**config.mk**
```make
export PLATFORM = sky130hd
export DESIGN_NAME = window_3x3_gen
export DESIGN_NICKNAME = d
export VERILOG_FILES = /design/src/rtl/window_3x3_gen_pkg.sv /design/src/rtl/window_3x3_gen_line_buffer.sv /design/src/rtl/window_3x3_gen.sv
export SDC_FILE = /design/constraint.sdc
export NUM_CORES = 2
export LEC_CHECK = 0
export ABC_AREA = 1
export CORE_ASPECT_RATIO = 1.75
export CORE_MARGIN = 10
export CORE_UTILIZATION = 35
export DETAILED_ROUTE_END_ITERATION = 8
export PLACE_DENSITY = 0.58
export RECOVER_POWER = 100
export SYNTH_ARGS = -nofsm -noshare
export SYNTH_HDL_FRONTEND = slang
export SYNTH_SLANG_ARGS = --single-unit
```
**constraint.sdc**
```tcl
create_clock -name clk -period 13.51 [get_ports clk]
set_input_delay 2.702 -clock clk [delete_from_list [all_inputs] [get_ports clk]]
set_output_delay 2.702 -clock clk [all_outputs]
set_load 0.1 [all_outputs]
```
**src/rtl/window_3x3_gen_pkg.sv**
```systemverilog
// Shared definitions for the 3x3 window generator and its consumer (filter_apply).
//  - CNN_DATA_W  : pixel width (IEEE-754 single, never interpreted here)
//  - CNN_IMG_W/H : default layer geometry
//  - TAP_*       : row-major window tap indices, TAP_TL=(r-2,c-2) .. TAP_BR=(r,c)
package window_3x3_gen_pkg;

    localparam int CNN_DATA_W = 32;

    localparam int CNN_IMG_W = 28;
    localparam int CNN_IMG_H = 28;

    localparam int N_TAPS = 9;
    localparam int TAP_TL = 0;
    localparam int TAP_TC = 1;
    localparam int TAP_TR = 2;
    localparam int TAP_ML = 3;
    localparam int TAP_MC = 4;
    localparam int TAP_MR = 5;
    localparam int TAP_BL = 6;
    localparam int TAP_BC = 7;
    localparam int TAP_BR = 8;

endpackage

```
**src/rtl/window_3x3_gen_line_buffer.sv**
```systemverilog
// One image row of pixel storage.
//  - Single address shared by read and write; the read is combinational, so a
//    read and a write to the same address in one cycle return the old contents.
// Ports:
//  clk      clock
//  wr_en    write wr_data at addr on the rising edge
//  addr     column address
//  wr_data  value to store
//  rd_data  current contents at addr
module line_buffer #(
    parameter int DEPTH  = window_3x3_gen_pkg::CNN_IMG_W,
    parameter int DATA_W = window_3x3_gen_pkg::CNN_DATA_W,
    parameter int ADDR_W = $clog2(DEPTH)
) (
    input  logic              clk,
    input  logic              wr_en,
    input  logic [ADDR_W-1:0] addr,
    input  logic [DATA_W-1:0] wr_data,
    output logic [DATA_W-1:0] rd_data
);

    logic [DATA_W-1:0] mem [DEPTH];

    // Not reset: contents are always overwritten by a full row before they
    // can reach a window.
    always_ff @(posedge clk) begin
        if (wr_en) begin
            mem[addr] <= wr_data;
        end
    end

    assign rd_data = mem[addr];

endmodule

```
**src/rtl/window_3x3_gen.sv**
```systemverilog
// Streaming 3x3 sliding-window generator ("valid" convolution, no padding).
// Takes one raster-order pixel per in_valid cycle, keeps the two previous rows
// in line buffers and presents each complete 3x3 window one cycle after its
// bottom-right pixel is accepted.
// Ports:
//  clk         clock
//  rst         synchronous active-high reset
//  in_valid    in_data holds the next raster pixel
//  in_data     pixel value
//  out_valid   win_0..win_8 hold a complete window
//  win_0..8    window, row-major, win_0=(r-2,c-2), win_4=(r-1,c-1), win_8=(r,c)
//  frame_done  pulse with the last window of a frame
module window_3x3_gen
    import window_3x3_gen_pkg::*;
#(
    parameter int IMG_W  = CNN_IMG_W,
    parameter int IMG_H  = CNN_IMG_H,
    parameter int DATA_W = CNN_DATA_W
) (
    input  logic              clk,
    input  logic              rst,
    input  logic              in_valid,
    input  logic [DATA_W-1:0] in_data,
    output logic              out_valid,
    output logic [DATA_W-1:0] win_0,
    output logic [DATA_W-1:0] win_1,
    output logic [DATA_W-1:0] win_2,
    output logic [DATA_W-1:0] win_3,
    output logic [DATA_W-1:0] win_4,
    output logic [DATA_W-1:0] win_5,
    output logic [DATA_W-1:0] win_6,
    output logic [DATA_W-1:0] win_7,
    output logic [DATA_W-1:0] win_8,
    output logic              frame_done
);

    localparam int COL_W = $clog2(IMG_W);
    localparam int ROW_W = $clog2(IMG_H);

    localparam logic [COL_W-1:0] COL_LAST  = COL_W'(IMG_W - 1);
    localparam logic [ROW_W-1:0] ROW_LAST  = ROW_W'(IMG_H - 1);
    localparam logic [COL_W-1:0] COL_FIRST = COL_W'(2);
    localparam logic [ROW_W-1:0] ROW_FIRST = ROW_W'(2);
    localparam logic [COL_W-1:0] COL_ONE   = COL_W'(1);
    localparam logic [ROW_W-1:0] ROW_ONE   = ROW_W'(1);

    logic [COL_W-1:0]  col;
    logic [ROW_W-1:0]  row;
    logic [DATA_W-1:0] win_q [N_TAPS];
    logic [DATA_W-1:0] lb0_rd;
    logic [DATA_W-1:0] lb1_rd;
    logic              accept;

    // A pixel presented during reset is dropped, including from the line buffers.
    assign accept = in_valid && !rst;

    // lb1 holds row r-1, lb0 holds row r-2; each accepted pixel ages the
    // column down by one row.
    line_buffer #(
        .DEPTH  (IMG_W),
        .DATA_W (DATA_W),
        .ADDR_W (COL_W)
    ) u_lb0 (
        .clk     (clk),
        .wr_en   (accept),
        .addr    (col),
        .wr_data (lb1_rd),
        .rd_data (lb0_rd)
    );

    line_buffer #(
        .DEPTH  (IMG_W),
        .DATA_W (DATA_W),
        .ADDR_W (COL_W)
    ) u_lb1 (
        .clk     (clk),
        .wr_en   (accept),
        .addr    (col),
        .wr_data (in_data),
        .rd_data (lb1_rd)
    );

    always_ff @(posedge clk) begin
        if (rst) begin
            col        <= '0;
            row        <= '0;
            out_valid  <= 1'b0;
            frame_done <= 1'b0;
            for (int i = 0; i < N_TAPS; i++) begin
                win_q[i] <= '0;
            end
        end else begin
            // Windows only for c>=2 and r>=2, so none ever straddles a row
            // wrap or a frame boundary; stale taps are simply never flagged.
            out_valid  <= in_valid && (row >= ROW_FIRST) && (col >= COL_FIRST);
            frame_done <= in_valid && (row == ROW_LAST) && (col == COL_LAST);

            if (in_valid) begin
                win_q[TAP_TL] <= win_q[TAP_TC];
                win_q[TAP_TC] <= win_q[TAP_TR];
                win_q[TAP_TR] <= lb0_rd;
                win_q[TAP_ML] <= win_q[TAP_MC];
                win_q[TAP_MC] <= win_q[TAP_MR];
                win_q[TAP_MR] <= lb1_rd;
                win_q[TAP_BL] <= win_q[TAP_BC];
                win_q[TAP_BC] <= win_q[TAP_BR];
                win_q[TAP_BR] <= in_data;

                if (col == COL_LAST) begin
                    col <= '0;
                    row <= (row == ROW_LAST) ? '0 : row + ROW_ONE;
                end else begin
                    col <= col + COL_ONE;
                end
            end
        end
    end

    assign win_0 = win_q[TAP_TL];
    assign win_1 = win_q[TAP_TC];
    assign win_2 = win_q[TAP_TR];
    assign win_3 = win_q[TAP_ML];
    assign win_4 = win_q[TAP_MC];
    assign win_5 = win_q[TAP_MR];
    assign win_6 = win_q[TAP_BL];
    assign win_7 = win_q[TAP_BC];
    assign win_8 = win_q[TAP_BR];

endmodule

```
==> flow_metrics.tcl <==
set metrics [dict create \
    ant_nets 0 \
    vias 54530 \
    drc 0 \
    ir_drop_v 0.0001116 \
    grt_pass1_vias 53290 \
    postPlaceCellArea_sq_um 91370 \
    hpwl_mm 143.3 \
    synthTopCellsByArea "edfxtp_1 74%, nand2_1 9.0%, nand3_1 5.3%" \
    ys_types 26 \
    rsz0062_at_grt "false" \
    place.gp.congestion 0.8152 \
    hold_viol_final 0 \
    cts.reportedPaths.clkPinSlew_ns 0.06 \
    start_kind "input port" \
    multi_input_area_sq_um 17760 \
    fin_skew_ns 0.05821 \
    final_max_slew_viol_count 3035 \
    mostFrequentLayoutCell "edfxtp_1" \
    overflow 0 \
    coreArea_sq_um 241900 \
    p_int_mw 10.57 \
    cap_violations 91 \
    reg2reg_slack_ns 4.47 \
    post_cts_buffers 0 \
    power_switching_mw 3.719 \
    syn_nets 7410 \
    io_pins 325 \
    critical_path_class "input port to register" \
    final_nets 7641 \
    min-delay-start "row[0]$_SDFFE_PP0P_" \
    ys_seq_area_share_pct 73.97 \
    drive_above_1_share_pct 4.644 \
    synth_top_family_by_area "simple AND/OR/NAND/NOR gates" \
    tightestPinTransition_ns 4.211 \
    die_height_um 671.5 \
    synth_area_sq_um 84900 \
    syn_inst 7368 \
    clkLatencyLatePin_ns 0.86 \
    min_path_type "register to register" \
    status "finished with violations" \
    cts_hold_buf 0 \
    htree_levels 4 \
    port_buffers 324 \
    fin_hold_ws_ns 0.5184 \
    grt_max_degree 160 \
    wl_per_cell_um 22.65 \
    regToRegEndpoint "u_lb0.mem[21][5]$_DFFE_PP_" \
    firstDrtPassIters 6 \
    cts-resized-gates 0 \
    fillerInstances 22720 \
    synth_seq_cells 2097 \
    whs_path_depth 2 \
    seq_power_share_pct 51.8 \
    setup_tns_ns 0 \
    yosysTopAreaCellShare_pct 73.57 \
    sw_frac_of_total_pct 26.04 \
    cts_tree "built" \
    synth-xor-area-share_pct 0.04126 \
    yosysWarningCount 0 \
    period_share_pct 71.29 \
    cts_buffers 187 \
    failed_checks "max-capacitance violations, max-slew violations" \
    numClockSinks 2097 \
    powerDensity_nw_per_um2 147.6 \
    power.leakage_nw 36.47 \
    clk_path_buf_depth 4 \
    synth_compound_area_share_pct 2.665 \
    vias_per_cell 5.017 \
    final_cell_mix "2080 x edfxtp_1, 2037 x nand2_1, 895 x nand3_1" \
    final-seq-area_sq_um 62820 \
    fin_area_sq_um 96800 \
    die-area_sq_um 263400 \
    p_clk_share_pct 37.0 \
    area_growth_syn_to_layout_pct 14.02 \
    clk_root_buffer_cell "clkbuf_16" \
    synthAdderAreaFrac_pct 0.1032 \
    post-route-worst-setup-slack_ns 3.878 \
    power.total_mw 14.28 \
    start_util_pct 35.09 \
    placed_cells 10540 \
    first_iter_violations 5012 \
    max-slew-margin-rel_pct -180.7 \
    critical_path_required_ns 13.88 \
    crit_fanout 47 \
    die_x_um 392.3 \
    worst-r2r-cell-count 12 \
    synthMuxAreaShare_pct 0 \
    yosys.area_share.simple_pct 18.11 \
    yosysTopAreaCell "edfxtp_1" \
    whs_endpoint "row[0]$_SDFFE_PP0P_" \
    grt_pass1_wl_mm 355.6 \
    antenna_found_initial 17 \
    pre_cts_slack_ns 6.452 \
    rows 239 \
    synth_area_per_cell_sq_um 11.52 \
    postLayoutCoreUtil_pct 40.01 \
    fmax_mhz 103.8 \
    setup_viol 0 \
    worstPathArrival_ns 10.00 \
    cp-end-kind "register" \
    min_period_ns 9.632 \
    drt_wl_total_mm 246.2 \
    globalRouteTotalUtil_pct 18.03 \
    comb_power_share_pct 11.1 \
    fin_cells 10870 \
]
worst max-delay path by stage:
stage	startpoint	slack (ns)	end
4_1_cts	in_valid	7.32	u_lb0.mem[17][29]$_DFFE_PP_
5_1_grt	in_valid	3.68	u_lb1.mem[26][14]$_DFFE_PP_
3_5_place_dp	in_valid	6.45	u_lb0.mem[17][11]$_DFFE_PP_
2_1_floorplan	in_valid	3.65	register
6_report	in_valid	3.88	u_lb1.mem[26][22]$_DFFE_PP_
3_3_place_gp	in_valid	6.50	u_lb1.mem[0][5]$_DFFE_PP_
worst max-delay path: stages:
cell and delay [ns]:
dlygate4sd3_1 0.73, inv_1 0.13, nor2_1 0.20, clkbuf_1 1.57
nand2_1 0.54, nor2_1 1.55, clkbuf_1 2.49
cells by family after synthesis:
family                     after synthesis
AOI/OAI and AO/OA                      428
xor gates and xnor gates                 4
adders and majority gates                7
buffers and inverters                 1050
DFF                                   2097
and+or+nand+nor                       3782
power groups by stage:
stage | sequential [mW] | combinational [mW] | clock, mW
6_report | 7.41 | 1.59 | 5.29
5_1_grt | 7.41 | 1.69 | 5.60
3_3_place_gp | 7.54 | 1.61 | 0
2_1_floorplan | 7.98 | 0.605 | 0
3_5_place_dp | 7.54 | 1.63 | 0
4_1_cts | 7.40 | 1.63 | 5.37
registers in the layout (all words and copies together) (netlist names), named ones only:
register / flops
u_lb0.mem: 896
u_lb1.mem: 896
win_q: 288
col: 5
row: 5
frame_done: 1
out_valid: 1
per-layer routing:
layer / wire length, um / part of all wire (%) / vias up / GRT usage [%]
met1: 88980 / 36 / 26870 / 20.33
li1: - / - / 25220 / -
met4: 14750 / 6.0 / 12 / 9.561
met3: 13520 / 5.5 / 539 / 2.254
met5: 76 / 0.031 / - / 0
met2: 128900 / 52 / 1882 / 32.83
cells in the mapped netlist:
| library cell | count |
|---|---|
| nand4_1 | 4 |
| xnor2_1 | 1 |
| or2_2 | 15 |
| dfxtp_1 | 17 |
| nand2_1 | 2037 |
| inv_1 | 632 |
| inv_2 | 6 |
| buf_2 | 181 |
| nor2_1 | 825 |
| nand3_1 | 895 |
| a211oi_1 | 1 |
| nor3_1 | 4 |
| buf_6 | 7 |
| buf_4 | 32 |
| o21ai_1 | 20 |
| ha_1 | 7 |
| clkbuf_1 | 139 |
| xor2_1 | 3 |
| edfxtp_1 | 2080 |
| nor3b_1 | 1 |
| o21ai_0 | 293 |
| buf_1 | 53 |
| o22ai_1 | 14 |
| o211ai_1 | 40 |
| a21oi_1 | 60 |
| nor2_2 | 1 |
final cells by class:
cell class | count | share of cell area (%)
Antenna cell | 4 | 0.01034
Multi-Input combinational cell | 4221 | 18.35
Sequential cell | 2097 | 64.89
Timing Repair Buffer | 454 | 4.099
Clock inverter | 105 | 1.086
Tap cell | 3133 | 4.049
Clock buffer | 216 | 4.990
Inverter | 638 | 2.520
(Power assumes the default switching activity.)
